[config.mk]
export PLATFORM = sky130hd
export DESIGN_NAME = shift_ctrl_flat
export DESIGN_NICKNAME = d
export VERILOG_FILES = /design/src/rtl/shift_pkg.sv /design/src/rtl/shift_ctrl_if.sv /design/src/rtl/shift_ctrl.sv /design/src/flat_wrapper.sv
export SDC_FILE = /design/constraint.sdc
export NUM_CORES = 1
export LEC_CHECK = 0
export ABC_AREA = 1
export CELL_PAD_IN_SITES_DETAIL_PLACEMENT = 2
export CELL_PAD_IN_SITES_GLOBAL_PLACEMENT = 2
export CORE_MARGIN = 4
export CORE_UTILIZATION = 19
export CTS_BUF_LIST = sky130_fd_sc_hd__clkbuf_4
export DETAILED_ROUTE_END_ITERATION = 10
export PLACE_DENSITY = 0.85
export SYNTH_ARGS = -nofsm -noshare
export SYNTH_HDL_FRONTEND = slang
export SYNTH_SLANG_ARGS = --single-unit
[constraint.sdc]
create_clock -name Clk -period 1.7 [get_ports Clk]
set_input_delay 0.255 -clock Clk [delete_from_list [all_inputs] [get_ports Clk]]
set_output_delay 0.255 -clock Clk [all_outputs]
set_load 0.02 [all_outputs]
[src/rtl/shift_pkg.sv]
// Shared definitions for the shift controller: operation codes, shift-register
// command codes, FSM states and small decode helpers.
package shift_pkg;

  localparam int SHIFT_DW = 32;

  // shift_op encodings
  localparam logic [2:0] OP_SLL  = 3'b000;
  localparam logic [2:0] OP_SRL  = 3'b001;
  localparam logic [2:0] OP_SRA  = 3'b010;
  localparam logic [2:0] OP_SLLV = 3'b011;
  localparam logic [2:0] OP_SRLV = 3'b100;
  localparam logic [2:0] OP_SRAV = 3'b101;

  // Commands understood by the external shift register
  typedef enum logic [2:0] {
    CMD_NOP         = 3'b000,
    CMD_LOAD        = 3'b001,
    CMD_LEFT        = 3'b010,
    CMD_RIGHT_LOG   = 3'b011,
    CMD_RIGHT_ARITH = 3'b100
  } cmd_e;

  typedef enum logic [2:0] {
    S_IDLE,
    S_LOAD,
    S_SHIFT,
    S_CAPTURE,
    S_DONE
  } state_e;

  // Codes 110 and 111 have no meaning
  function automatic logic op_is_legal(input logic [2:0] op);
    return (op <= OP_SRAV);
  endfunction

  // Variable forms take the amount from rs_val[4:0]
  function automatic logic op_uses_rs(input logic [2:0] op);
    return (op == OP_SLLV) || (op == OP_SRLV) || (op == OP_SRAV);
  endfunction

  function automatic cmd_e op_to_cmd(input logic [2:0] op);
    cmd_e cmd;
    case (op)
      OP_SLL, OP_SLLV: cmd = CMD_LEFT;
      OP_SRL, OP_SRLV: cmd = CMD_RIGHT_LOG;
      OP_SRA, OP_SRAV: cmd = CMD_RIGHT_ARITH;
      default:         cmd = CMD_NOP;
    endcase
    return cmd;
  endfunction

endpackage

[src/rtl/shift_ctrl_if.sv]
// Request/result channel between a requester (master) and shift_ctrl (slave).
interface shift_ctrl_if
  import shift_pkg::*;
#(
  parameter int DW = SHIFT_DW
);
  logic          req_valid;
  logic          req_ready;
  logic [2:0]    shift_op;
  logic [4:0]    shamt;
  logic [DW-1:0] rs_val;
  logic [DW-1:0] rt_val;
  logic [DW-1:0] result;
  logic          result_valid;
  logic          result_ack;
  logic          illegal_op;

  modport master (
    output req_valid, shift_op, shamt, rs_val, rt_val, result_ack,
    input  req_ready, result, result_valid, illegal_op
  );

  modport slave (
    input  req_valid, shift_op, shamt, rs_val, rt_val, result_ack,
    output req_ready, result, result_valid, illegal_op
  );
endinterface

[src/rtl/shift_ctrl.sv]
// Sequences one shift request through an external registered shift register:
// load the operand, issue one multi-bit shift, capture the output, hold it
// until the consumer acknowledges.
module shift_ctrl
  import shift_pkg::*;
#(
  parameter int DW = SHIFT_DW
) (
  input  logic          Clk,
  input  logic          reset,
  shift_ctrl_if.slave   bus,
  output logic [2:0]    des_funct,
  output logic [4:0]    des_n,
  output logic [DW-1:0] des_array,
  input  logic [DW-1:0] des_shifted
);

  state_e        state_reg;
  cmd_e          cmd_reg;
  cmd_e          des_funct_reg;
  logic [4:0]    des_n_reg;
  logic [DW-1:0] des_array_reg;
  logic [DW-1:0] result_reg;
  logic          result_valid_reg;
  logic          illegal_reg;
  logic          req_ready_reg;

  logic          accept;
  logic [4:0]    amount_next;

  // Only the low five bits of rs_val carry a shift amount
  logic unused_rs_bits;
  assign unused_rs_bits = ^bus.rs_val[DW-1:5];

  assign accept      = bus.req_valid && req_ready_reg;
  assign amount_next = op_uses_rs(bus.shift_op) ? bus.rs_val[4:0] : bus.shamt;

  // Control FSM; every output is a register updated alongside the state
  always_ff @(posedge Clk) begin
    if (reset) begin
      state_reg        <= S_IDLE;
      cmd_reg          <= CMD_NOP;
      des_funct_reg    <= CMD_NOP;
      des_n_reg        <= '0;
      des_array_reg    <= '0;
      result_reg       <= '0;
      result_valid_reg <= 1'b0;
      illegal_reg      <= 1'b0;
      req_ready_reg    <= 1'b1;
    end else begin
      case (state_reg)
        S_IDLE: begin
          des_funct_reg <= CMD_NOP;
          if (accept) begin
            req_ready_reg <= 1'b0;
            if (op_is_legal(bus.shift_op)) begin
              illegal_reg   <= 1'b0;
              cmd_reg       <= op_to_cmd(bus.shift_op);
              des_n_reg     <= amount_next;
              des_array_reg <= bus.rt_val;
              des_funct_reg <= CMD_LOAD;
              state_reg     <= S_LOAD;
            end else begin
              // Nothing reaches the shift register for an illegal op
              illegal_reg      <= 1'b1;
              result_reg       <= '0;
              result_valid_reg <= 1'b1;
              state_reg        <= S_DONE;
            end
          end
        end
        S_LOAD: begin
          if (des_n_reg != 5'd0) begin
            des_funct_reg <= cmd_reg;
            state_reg     <= S_SHIFT;
          end else begin
            // Zero amount: the loaded value already is the answer
            des_funct_reg <= CMD_NOP;
            state_reg     <= S_CAPTURE;
          end
        end
        S_SHIFT: begin
          des_funct_reg <= CMD_NOP;
          state_reg     <= S_CAPTURE;
        end
        S_CAPTURE: begin
          des_funct_reg    <= CMD_NOP;
          result_reg       <= des_shifted;
          result_valid_reg <= 1'b1;
          state_reg        <= S_DONE;
        end
        S_DONE: begin
          des_funct_reg <= CMD_NOP;
          if (bus.result_ack) begin
            result_valid_reg <= 1'b0;
            req_ready_reg    <= 1'b1;
            state_reg        <= S_IDLE;
          end
        end
        default: begin
          des_funct_reg    <= CMD_NOP;
          result_valid_reg <= 1'b0;
          req_ready_reg    <= 1'b1;
          state_reg        <= S_IDLE;
        end
      endcase
    end
  end

  assign des_funct        = des_funct_reg;
  assign des_n            = des_n_reg;
  assign des_array        = des_array_reg;
  assign bus.req_ready    = req_ready_reg;
  assign bus.result       = result_reg;
  assign bus.result_valid = result_valid_reg;
  assign bus.illegal_op   = illegal_reg;

endmodule

[src/flat_wrapper.sv]
// flat-port wrapper written by rule: the top's interface ports become plain ports
module shift_ctrl_flat import shift_pkg::*;
#(
  parameter int DW = SHIFT_DW
)
  (Clk, reset, des_funct, des_n, des_array, des_shifted, bus_req_valid, bus_shift_op, bus_shamt, bus_rs_val, bus_rt_val, bus_result_ack, bus_req_ready, bus_result, bus_result_valid, bus_illegal_op);
  shift_ctrl_if #(.DW(DW)) bus_i ();
  input  logic Clk;
  input  logic reset;
  output logic [2:0] des_funct;
  output logic [4:0] des_n;
  output logic [DW-1:0] des_array;
  input  logic [DW-1:0] des_shifted;
  input wire logic [$bits(bus_i.req_valid)-1:0] bus_req_valid;
  input wire logic [$bits(bus_i.shift_op)-1:0] bus_shift_op;
  input wire logic [$bits(bus_i.shamt)-1:0] bus_shamt;
  input wire logic [$bits(bus_i.rs_val)-1:0] bus_rs_val;
  input wire logic [$bits(bus_i.rt_val)-1:0] bus_rt_val;
  input wire logic [$bits(bus_i.result_ack)-1:0] bus_result_ack;
  output wire logic [$bits(bus_i.req_ready)-1:0] bus_req_ready;
  output wire logic [$bits(bus_i.result)-1:0] bus_result;
  output wire logic [$bits(bus_i.result_valid)-1:0] bus_result_valid;
  output wire logic [$bits(bus_i.illegal_op)-1:0] bus_illegal_op;
  assign bus_i.req_valid = bus_req_valid;
  assign bus_i.shift_op = bus_shift_op;
  assign bus_i.shamt = bus_shamt;
  assign bus_i.rs_val = bus_rs_val;
  assign bus_i.rt_val = bus_rt_val;
  assign bus_i.result_ack = bus_result_ack;
  assign bus_req_ready = bus_i.req_ready;
  assign bus_result = bus_i.result;
  assign bus_result_valid = bus_i.result_valid;
  assign bus_illegal_op = bus_i.illegal_op;
  shift_ctrl #(.DW(DW)) u_core (.Clk(Clk), .reset(reset), .bus(bus_i), .des_funct(des_funct), .des_n(des_n), .des_array(des_array), .des_shifted(des_shifted));
endmodule
==> flow_summary.toml, run 1 <==
[detailed_routing]
drt-initial-drc-count = 101
post_drt_wl_per_cell_um = 15.27
drc = 0
dr.pass1.iters = 4
vias = 3191
viasPerCell = 4.117
ant_nets = 0
wl_um = 11830

[power]
comb_power_share_pct = 42.3
clock_power_share_pct = 18.3
p_total_mw = 6.318
irDropWorstVdd_mv = 0.4323
internal_power_mw = 3.784
power_density_nw_per_um2 = 1279
p_seq_share_pct = 39.3
p_leak_nw = 2.186
swShare_pct = 40.11
switching_power_mw = 2.534

[sta]
finalHoldViolCount = 0
setup_viol = 0
layout_worst_path_cycle_share_pct = 84.32
max_slew_margin_pct = 75.08
maxSlewViolCount = 0
fin_crit_ps = 1433
skew_ps = 15.35
worstMarginPinSlew_ps = 373.4
fin_hold_ws_ps = 362.0
setup_slack_ps = 266.6
clock.fmax_mhz = 697.6
fin_setup_tns_ps = 0
rsz0062_at_grt = "false"

[clock_tree]
clock-sinks = 81
cts_hold_buf = 0
ctsResizeCount = 75
cts_tree = "yes"
cts_buffer_depth = 2
clk_latency_ps = 440
clk_pin_slew_ps = 130
postCtsSetupBuffers = 0
numCtsBuffers = 9
h-tree-depth = 3
cts-root-buf = "clkbuf_4"

[synth]
yosys_warnings = 0
yosysUniqueCellTypes = 21
syn_area_sq_um = 3047
synth_seq_cells = 81
avgSynthCellArea_sq_um = 7.674
syn_nets = 505
ys_seq_area_share_pct = 53.22
synthCells = 397

[grt]
grt_max_degree = 39
grt-ovfl-total = 0
antenna_found_initial = 1
grt_pass1_vias = 3561
track_usage_pct = 13.00
grt_pass1_wl_um = 18490

[layout]
final_common_cell = "nand2_1"
regArea_sq_um = 1622
synthToLayoutAreaGrowth_pct = 62.14
fin_cells = 775
drive_gt1_share_pct = 6.272
multi_input_area_sq_um = 1240
finalInstanceArea_sq_um = 4940
layout_common_cells = "nand2_1, dfxtp_1, clkdlybuf4s50_1"
final_nets = 661
num-fill-cells = 1865
final_util_pct = 31.32

[floorplanning]
row_count = 46
ios = 183
initial_core_util_pct = 19.32
dieArea_sq_um = 18130
die_width_um = 134.6
die_y_um = 134.6
core_sq_um = 15770

[flow_run]
maxCapViolCount = 0

[placed_design]
portBuffers = 155
placed_area_sq_um = 4897
dpl_worst_slack_ps = -3.241
gp_congestion = 0.7678
dp_hpwl_um = 9162
dp.cells = 758

[setup_path]
cp.depth = 1
critPathBufInv = 1
crit_chain = "dlygate4sd2_1"
rr_worst_depth = 6
cpPeakStageDelay_ps = 370
slowest_stage = "dfxtp_1"
critPathMaxFanout = 2
worstPathRequired_ps = 1440
critPathLaunchType = "flop"
worstPathArrival_ps = 1180
path_delay_family = "flip-flops"
critPathKind = "reg -> out"
cp-end-kind = "output pin"

[hold_path]
hold_class = "in -> reg"
hold_depth = 3

[outcome]
outcome = "complete, no violations"
[routing by layer]
metal | global-route usage, % | wire [um] | vias up
met5 | 0 | 0 | -
met4 | 5.090 | 184 | 0
met3 | 2.608 | 451 | 9
met2 | 25.65 | 6582 | 74
met1 | 13.25 | 4613 | 1530
li1 | - | - | 1578
[layout make-up]
cell class	count	share of cell area [%]
Antenna cell	1	0.05066
Clock buffer	12	1.824
Clock inverter	4	0.8865
Inverter	15	1.140
Multi-Input combinational cell	280	25.10
Sequential cell	81	32.83
Tap cell	216	5.471
Timing Repair Buffer	166	32.70
[path summary, 6_finish.rpt]
check,from,endpoint,slack [ps]
worst max-delay path,u_core.bus.result[1]$_SDFFE_PP0P_,bus_result[1],270
worst min-delay path,des_shifted[16],u_core.bus.result[16]$_SDFFE_PP0P_,360
worst max register to register,u_core.state_reg[0]$_SDFFE_PP0P_,u_core.bus.result[20]$_SDFFE_PP0P_,300
worst min register to register,u_core.bus.result_valid$_SDFFE_PP0P_,u_core.bus.result_valid$_SDFFE_PP0P_,460
[Yosys cell counts, drive strengths merged]
| cell type | number | area, sq um |
|---|---|---|
| or2 | 2 | 12.51 |
| nor2 | 78 | 316.5 |
| o21ai | 38 | 190.2 |
| dfxtp | 81 | 1622 |
| nand3 | 14 | 92.59 |
| clkbuf | 11 | 41.29 |
| nand2 | 106 | 397.9 |
| nor3 | 1 | 5.000 |
| buf | 10 | 87.58 |
| a21oi | 38 | 190.2 |
| nand4 | 2 | 27.53 |
| o21a | 1 | 7.510 |
| inv | 15 | 56.30 |
[power groups by stage]
stage / clock network (mW) / registers (mW) / logic (mW)
after floorplan: 0 / 2.91 / 1.25
after global placement: 0 / 2.52 / 2.82
after detailed placement: 0 / 2.55 / 2.95
after CTS: 1.24 / 2.50 / 2.74
after global routing: 1.32 / 2.54 / 2.95
final: 1.16 / 2.49 / 2.67
[tightest hold or removal path: cells and delay by family]
| family | cells | cell delay [ps] |
|---|---|---|
| AND/OR/NAND/NOR | 1 | 60 |
| AO/OA/AOI/OAI | 1 | 60 |
| buffers and inverters | 1 | 390 |
[cells by family (layout without fill, tap and decap cells)]
group                  after synthesis  after routing  share of synthesized area, %
AOI/OAI and AO/OA                   77             77                         12.73
buffers and inverters               36            197                         6.078
DFF                                 81             81                         53.22
other                                0              1                             0
and+or+nand+nor                    203            203                         27.97
Power figures use the tool's default switching activity.
==> inputs of run 2 (changes only) <==
==> constraint.sdc (replaced) <==
create_clock -name Clk -period 1.5 [get_ports Clk]
set_input_delay 0.225 -clock Clk [delete_from_list [all_inputs] [get_ports Clk]]
set_output_delay 0.225 -clock Clk [all_outputs]
set_load 0.02 [all_outputs]
==> run 2 against run 1 <==
Combinational power is 15% higher. Global-route usage is 0.33 points higher. Non-clock buffer count is 6 higher. Clock skew is 1.3 ps lower. Sequential power is 14% higher. Critical endpoint is now bus_result[0].
==> flow_summary.toml, run 2 (synthesis gave the netlist of run 1 again) <==
[clock_tree]
postCtsSetupBuffers = 0
cts-root-buf = "clkbuf_4"
cts_buffer_depth = 2
clock-sinks = 81
cts_hold_buf = 0
numCtsBuffers = 9
h-tree-depth = 3
clk_pin_slew_ps = 120
ctsResizeCount = 75
clk_latency_ps = 450
cts_tree = "yes"

[floorplanning]
initial_core_util_pct = 19.32
die_y_um = 134.6
core_sq_um = 15770
row_count = 46
ios = 183
dieArea_sq_um = 18130
die_width_um = 134.6

[setup_path]
path_delay_family = "buffers and inverters"
critPathLaunchType = "flop"
critPathMaxFanout = 2
slowest_stage = "dlygate4sd2_1"
cpPeakStageDelay_ps = 380
crit_chain = "dlygate4sd2_1"
critPathBufInv = 1
worstPathArrival_ps = 1170
worstPathRequired_ps = 1270
critPathKind = "reg -> out"
cp-end-kind = "output pin"

[layout]
synthToLayoutAreaGrowth_pct = 62.18
finalInstanceArea_sq_um = 4941
num-fill-cells = 1858
multi_input_area_sq_um = 1240
layout_common_cells = "nand2_1, dfxtp_1, clkdlybuf4s50_1"
drive_gt1_share_pct = 6.762
final_common_cell = "nand2_1"
fin_cells = 779
final_nets = 667
regArea_sq_um = 1622
final_util_pct = 31.33

[power]
p_leak_nw = 2.188
irDropWorstVdd_mv = 0.5534
power_density_nw_per_um2 = 1419

[placed_design]
portBuffers = 155
dp_hpwl_um = 9536
gp_congestion = 0.7649
placed_area_sq_um = 4930
dp.cells = 764

[sta]
fin_setup_tns_ps = 0
layout_worst_path_cycle_share_pct = 93.32
maxSlewViolCount = 0
finalHoldViolCount = 0
max_slew_margin_pct = 77.39
setup_viol = 0
rsz0062_at_grt = "false"
clock.fmax_mhz = 714.4
fin_hold_ws_ps = 339.0
fin_crit_ps = 1400
worstMarginPinSlew_ps = 337.8
skew_ps = 14.05

[detailed_routing]
viasPerCell = 4.184
ant_nets = 0
post_drt_wl_per_cell_um = 15.56
drc = 0
wl_um = 12120
drt-initial-drc-count = 63
dr.pass1.iters = 4
vias = 3259

[grt]
grt_pass1_wl_um = 18940
track_usage_pct = 13.33
antenna_found_initial = 1
grt_pass1_vias = 3725
grt_max_degree = 34
grt-ovfl-total = 0

[outcome]
outcome = "complete, no violations"

[hold_path]
hold_class = "in -> reg"

[flow_run]
maxCapViolCount = 0
run 2: power by group:
group,internal [mW],switching (mW)
logic,1.22,1.86
registers,2.57,0.256
clock network,0.371,0.736
run 2: cell type report:
type | count | share of cell area (%)
well taps | 216 | 5.470
inverters | 15 | 1.190
clock inverters | 2 | 0.1519
repair buffers | 172 | 33.40
flip-flops and latches | 81 | 32.82
multi-input cells | 280 | 25.09
diodes | 1 | 0.05065
clock buffers | 12 | 1.823
run 2: per-layer routing:
metal / up-vias / track usage (%) / routed length (um)
li1: 1591 / - / -
met1: 1571 / 13.29 / 4671
met2: 81 / 26.15 / 6670
met3: 16 / 2.794 / 488
met4: 0 / 6.052 / 289
met5: - / 0 / 0
run 2: worst paths after layout:
kind | from | cells after the start | endpoint | slack [ps]
worst max register to register | u_core.state_reg[2]$_SDFFE_PP0P_ | 7 | u_core.bus.result[3]$_SDFFE_PP0P_ | 130
worst max-delay path | u_core.bus.result[0]$_SDFFE_PP0P_ | 1 | bus_result[0] | 100
worst min-delay path | des_shifted[12] | 3 | u_core.bus.result[12]$_SDFFE_PP0P_ | 340
worst min register to register | u_core.bus.result_valid$_SDFFE_PP0P_ | 2 | u_core.bus.result_valid$_SDFFE_PP0P_ | 460
run 2: metrics by stage:
stage               setup slack (ps)  power (mW)
CTS                            18.86       7.183
detailed placement            -202.3       6.292
finish                         100.3       7.011
floorplan                      151.6       4.718
global placement              -84.60       6.111
global route                   4.168       7.595
==> inputs of run 3 (changes only) <==
--- a/config.mk
+++ b/config.mk
@@ -9,10 +9,11 @@
 export CELL_PAD_IN_SITES_DETAIL_PLACEMENT = 2
 export CELL_PAD_IN_SITES_GLOBAL_PLACEMENT = 2
 export CORE_MARGIN = 4
-export CORE_UTILIZATION = 19
+export CORE_UTILIZATION = 21
 export CTS_BUF_LIST = sky130_fd_sc_hd__clkbuf_4
 export DETAILED_ROUTE_END_ITERATION = 10
-export PLACE_DENSITY = 0.85
+export PLACE_DENSITY = 0.92
+export SLEW_MARGIN = 20
 export SYNTH_ARGS = -nofsm -noshare
 export SYNTH_HDL_FRONTEND = slang
 export SYNTH_SLANG_ARGS = --single-unit
==> constraint.sdc (replaced) <==
create_clock -name Clk -period 1.7 [get_ports Clk]
set_input_delay 0.255 -clock Clk [delete_from_list [all_inputs] [get_ports Clk]]
set_output_delay 0.255 -clock Clk [all_outputs]
set_load 0.02 [all_outputs]
==> run 3 against run 2 <==
Final cell count shrank 5.0%. Clock skew about the same. Worst hold slack improved by 41 ps. Register-to-register slack better by 170 ps. Die area decreased by 9.0%. Via count decreased by 0.18%. Wire length decreased by 1.6%. Sequential cell count unchanged. First-iteration DRC count rose by 150%. Utilization increased by 4.3 points. Sequential share of layout area shrank 0.41 points. Critical endpoint is now des_array[0]. Largest power group unchanged.
==> flow_summary.toml, run 3 (synthesis gave the netlist of run 1 again) <==
[clock_tree]
postCtsSetupBuffers = 0
numCtsBuffers = 9
h-tree-depth = 3
cts_hold_buf = 0
clock-sinks = 81
cts_buffer_depth = 2
cts_tree = "yes"
clk_latency_ps = 420
clk_pin_slew_ps = 140
cts-root-buf = "clkbuf_4"

[layout]
layout_common_cells = "nand2_1, clkdlybuf4s50_1, dfxtp_1"
final_nets = 662
drive_gt1_share_pct = 6.082
synthToLayoutAreaGrowth_pct = 64.23
final_util_pct = 35.63
final_common_cell = "nand2_1"
fin_cells = 740

[grt]
grt_max_degree = 36
grt_pass1_vias = 3669
grt_pass1_wl_um = 18660
track_usage_pct = 14.03
grt-ovfl-total = 0
antenna_found_initial = 1

[sta]
setup_slack_ps = 59.95
worstMarginPinSlew_ps = 380.6
setup_viol = 0
max_slew_margin_pct = 74.36
maxSlewViolCount = 0
rsz0062_at_grt = "false"
finalHoldViolCount = 0
fin_setup_tns_ps = 0
fin_crit_ps = 1640
skew_ps = 13.78
clock.fmax_mhz = 609.7
layout_worst_path_cycle_share_pct = 96.47

[placed_design]
dp_hpwl_um = 9153
dp.cells = 723
dpl_worst_slack_ps = -20.38
portBuffers = 155
gp_congestion = 0.8013

[detailed_routing]
ant_nets = 0
wl_um = 11930
viasPerCell = 4.396
drt-initial-drc-count = 155
drc = 0
vias = 3253
post_drt_wl_per_cell_um = 16.12
dr.pass1.iters = 4

[floorplanning]
core_sq_um = 14040
ios = 183
die_y_um = 128.5
die_width_um = 128.5
dieArea_sq_um = 16500
row_count = 43
initial_core_util_pct = 21.70

[setup_path]
cp.depth = 1
rr_worst_depth = 6
critPathLaunchType = "flop"
worstPathRequired_ps = 1440
critPathBufInv = 1
slowest_stage = "clkdlybuf4s50_1"
critPathKind = "reg -> out"
critPathMaxFanout = 2
cpPeakStageDelay_ps = 620
cp-end-kind = "output pin"
crit_start = "u_core.des_array[0]$_SDFFE_PP0P_"
crit_chain = "clkdlybuf4s50_1"
path_delay_family = "buffers and inverters"
r2r-start = "u_core.state_reg[0]$_SDFFE_PP0P_"
worstPathArrival_ps = 1390

[outcome]
outcome = "complete, no violations"

[power]
power_density_nw_per_um2 = 1279
p_leak_nw = 2.453
irDropWorstVdd_mv = 0.5833
p_total_mw = 6.402

[hold_path]
hold_depth = 3
hold_class = "in -> reg"
worstHoldStart = "des_shifted[24]"

[flow_run]
maxCapViolCount = 0
run 3: cell types whose count changed in the layout (fill, tap and decap cells not counted), sizes merged:
| cell | delta |
|---|---|
| dlymetal6s2s | +28 |
| dlygate4sd2 | -47 |
| bufinv | +1 |
| clkbuf | -1 |
| clkdlybuf4s15 | -2 |
| clkdlybuf4s50 | +21 |
| buf | -5 |
| clkinv | +2 |
run 3: worst paths after layout:
path                                   endpoint  slack (ps)
max                                des_array[0]          60
min          u_core.bus.result[24]$_SDFFE_PP0P_         380
max reg2reg   u_core.des_array[19]$_SDFFE_PP0P_         300
min reg2reg      u_core.des_funct[2]$_SDFF_PP0_         470
run 3: report_power, final:
group	total, mW	internal (mW)	switching [mW]	leakage (nW)
logic	2.79	1.16	1.63	1.72
clock network	1.11	0.467	0.647	0.0734
registers	2.50	2.27	0.232	0.660
run 3: per-layer routing:
layer | vias up | part of all wire (%) | global-route usage, %
li1 | 1577 | - | -
met2 | 88 | 53 | 26.08
met5 | - | 0 | 0
met4 | 0 | 2.0 | 5.119
met1 | 1574 | 40 | 15.95
met3 | 14 | 4.6 | 2.449
run 3: layout make-up:
cell class	count	area, sq um
clock inverters	5	46.29
clock buffers	11	82.58
well taps	180	225.2
flip-flops and latches	81	1622
multi-input cells	280	1240
repair buffers	167	1729
diodes	1	2.502
fillers	1600	9039
inverters	15	56.30
run 3: repair_timing:
item                                    4_1_cts  5_1_grt
resized for setup                            26       28
hold endpoints to repair                      0        0
cloned                                        0        0
endpoints found under the setup margin       26       28
run 3: through the flow:
step           cell area [sq um]  hold slack, ps
5_1_grt                     5004           370.4
6_report                    5004           380.3
3_5_place_dp                4835           446.8
4_1_cts                     4931           335.0
2_1_floorplan               3047           402.4
3_3_place_gp                4835           432.6
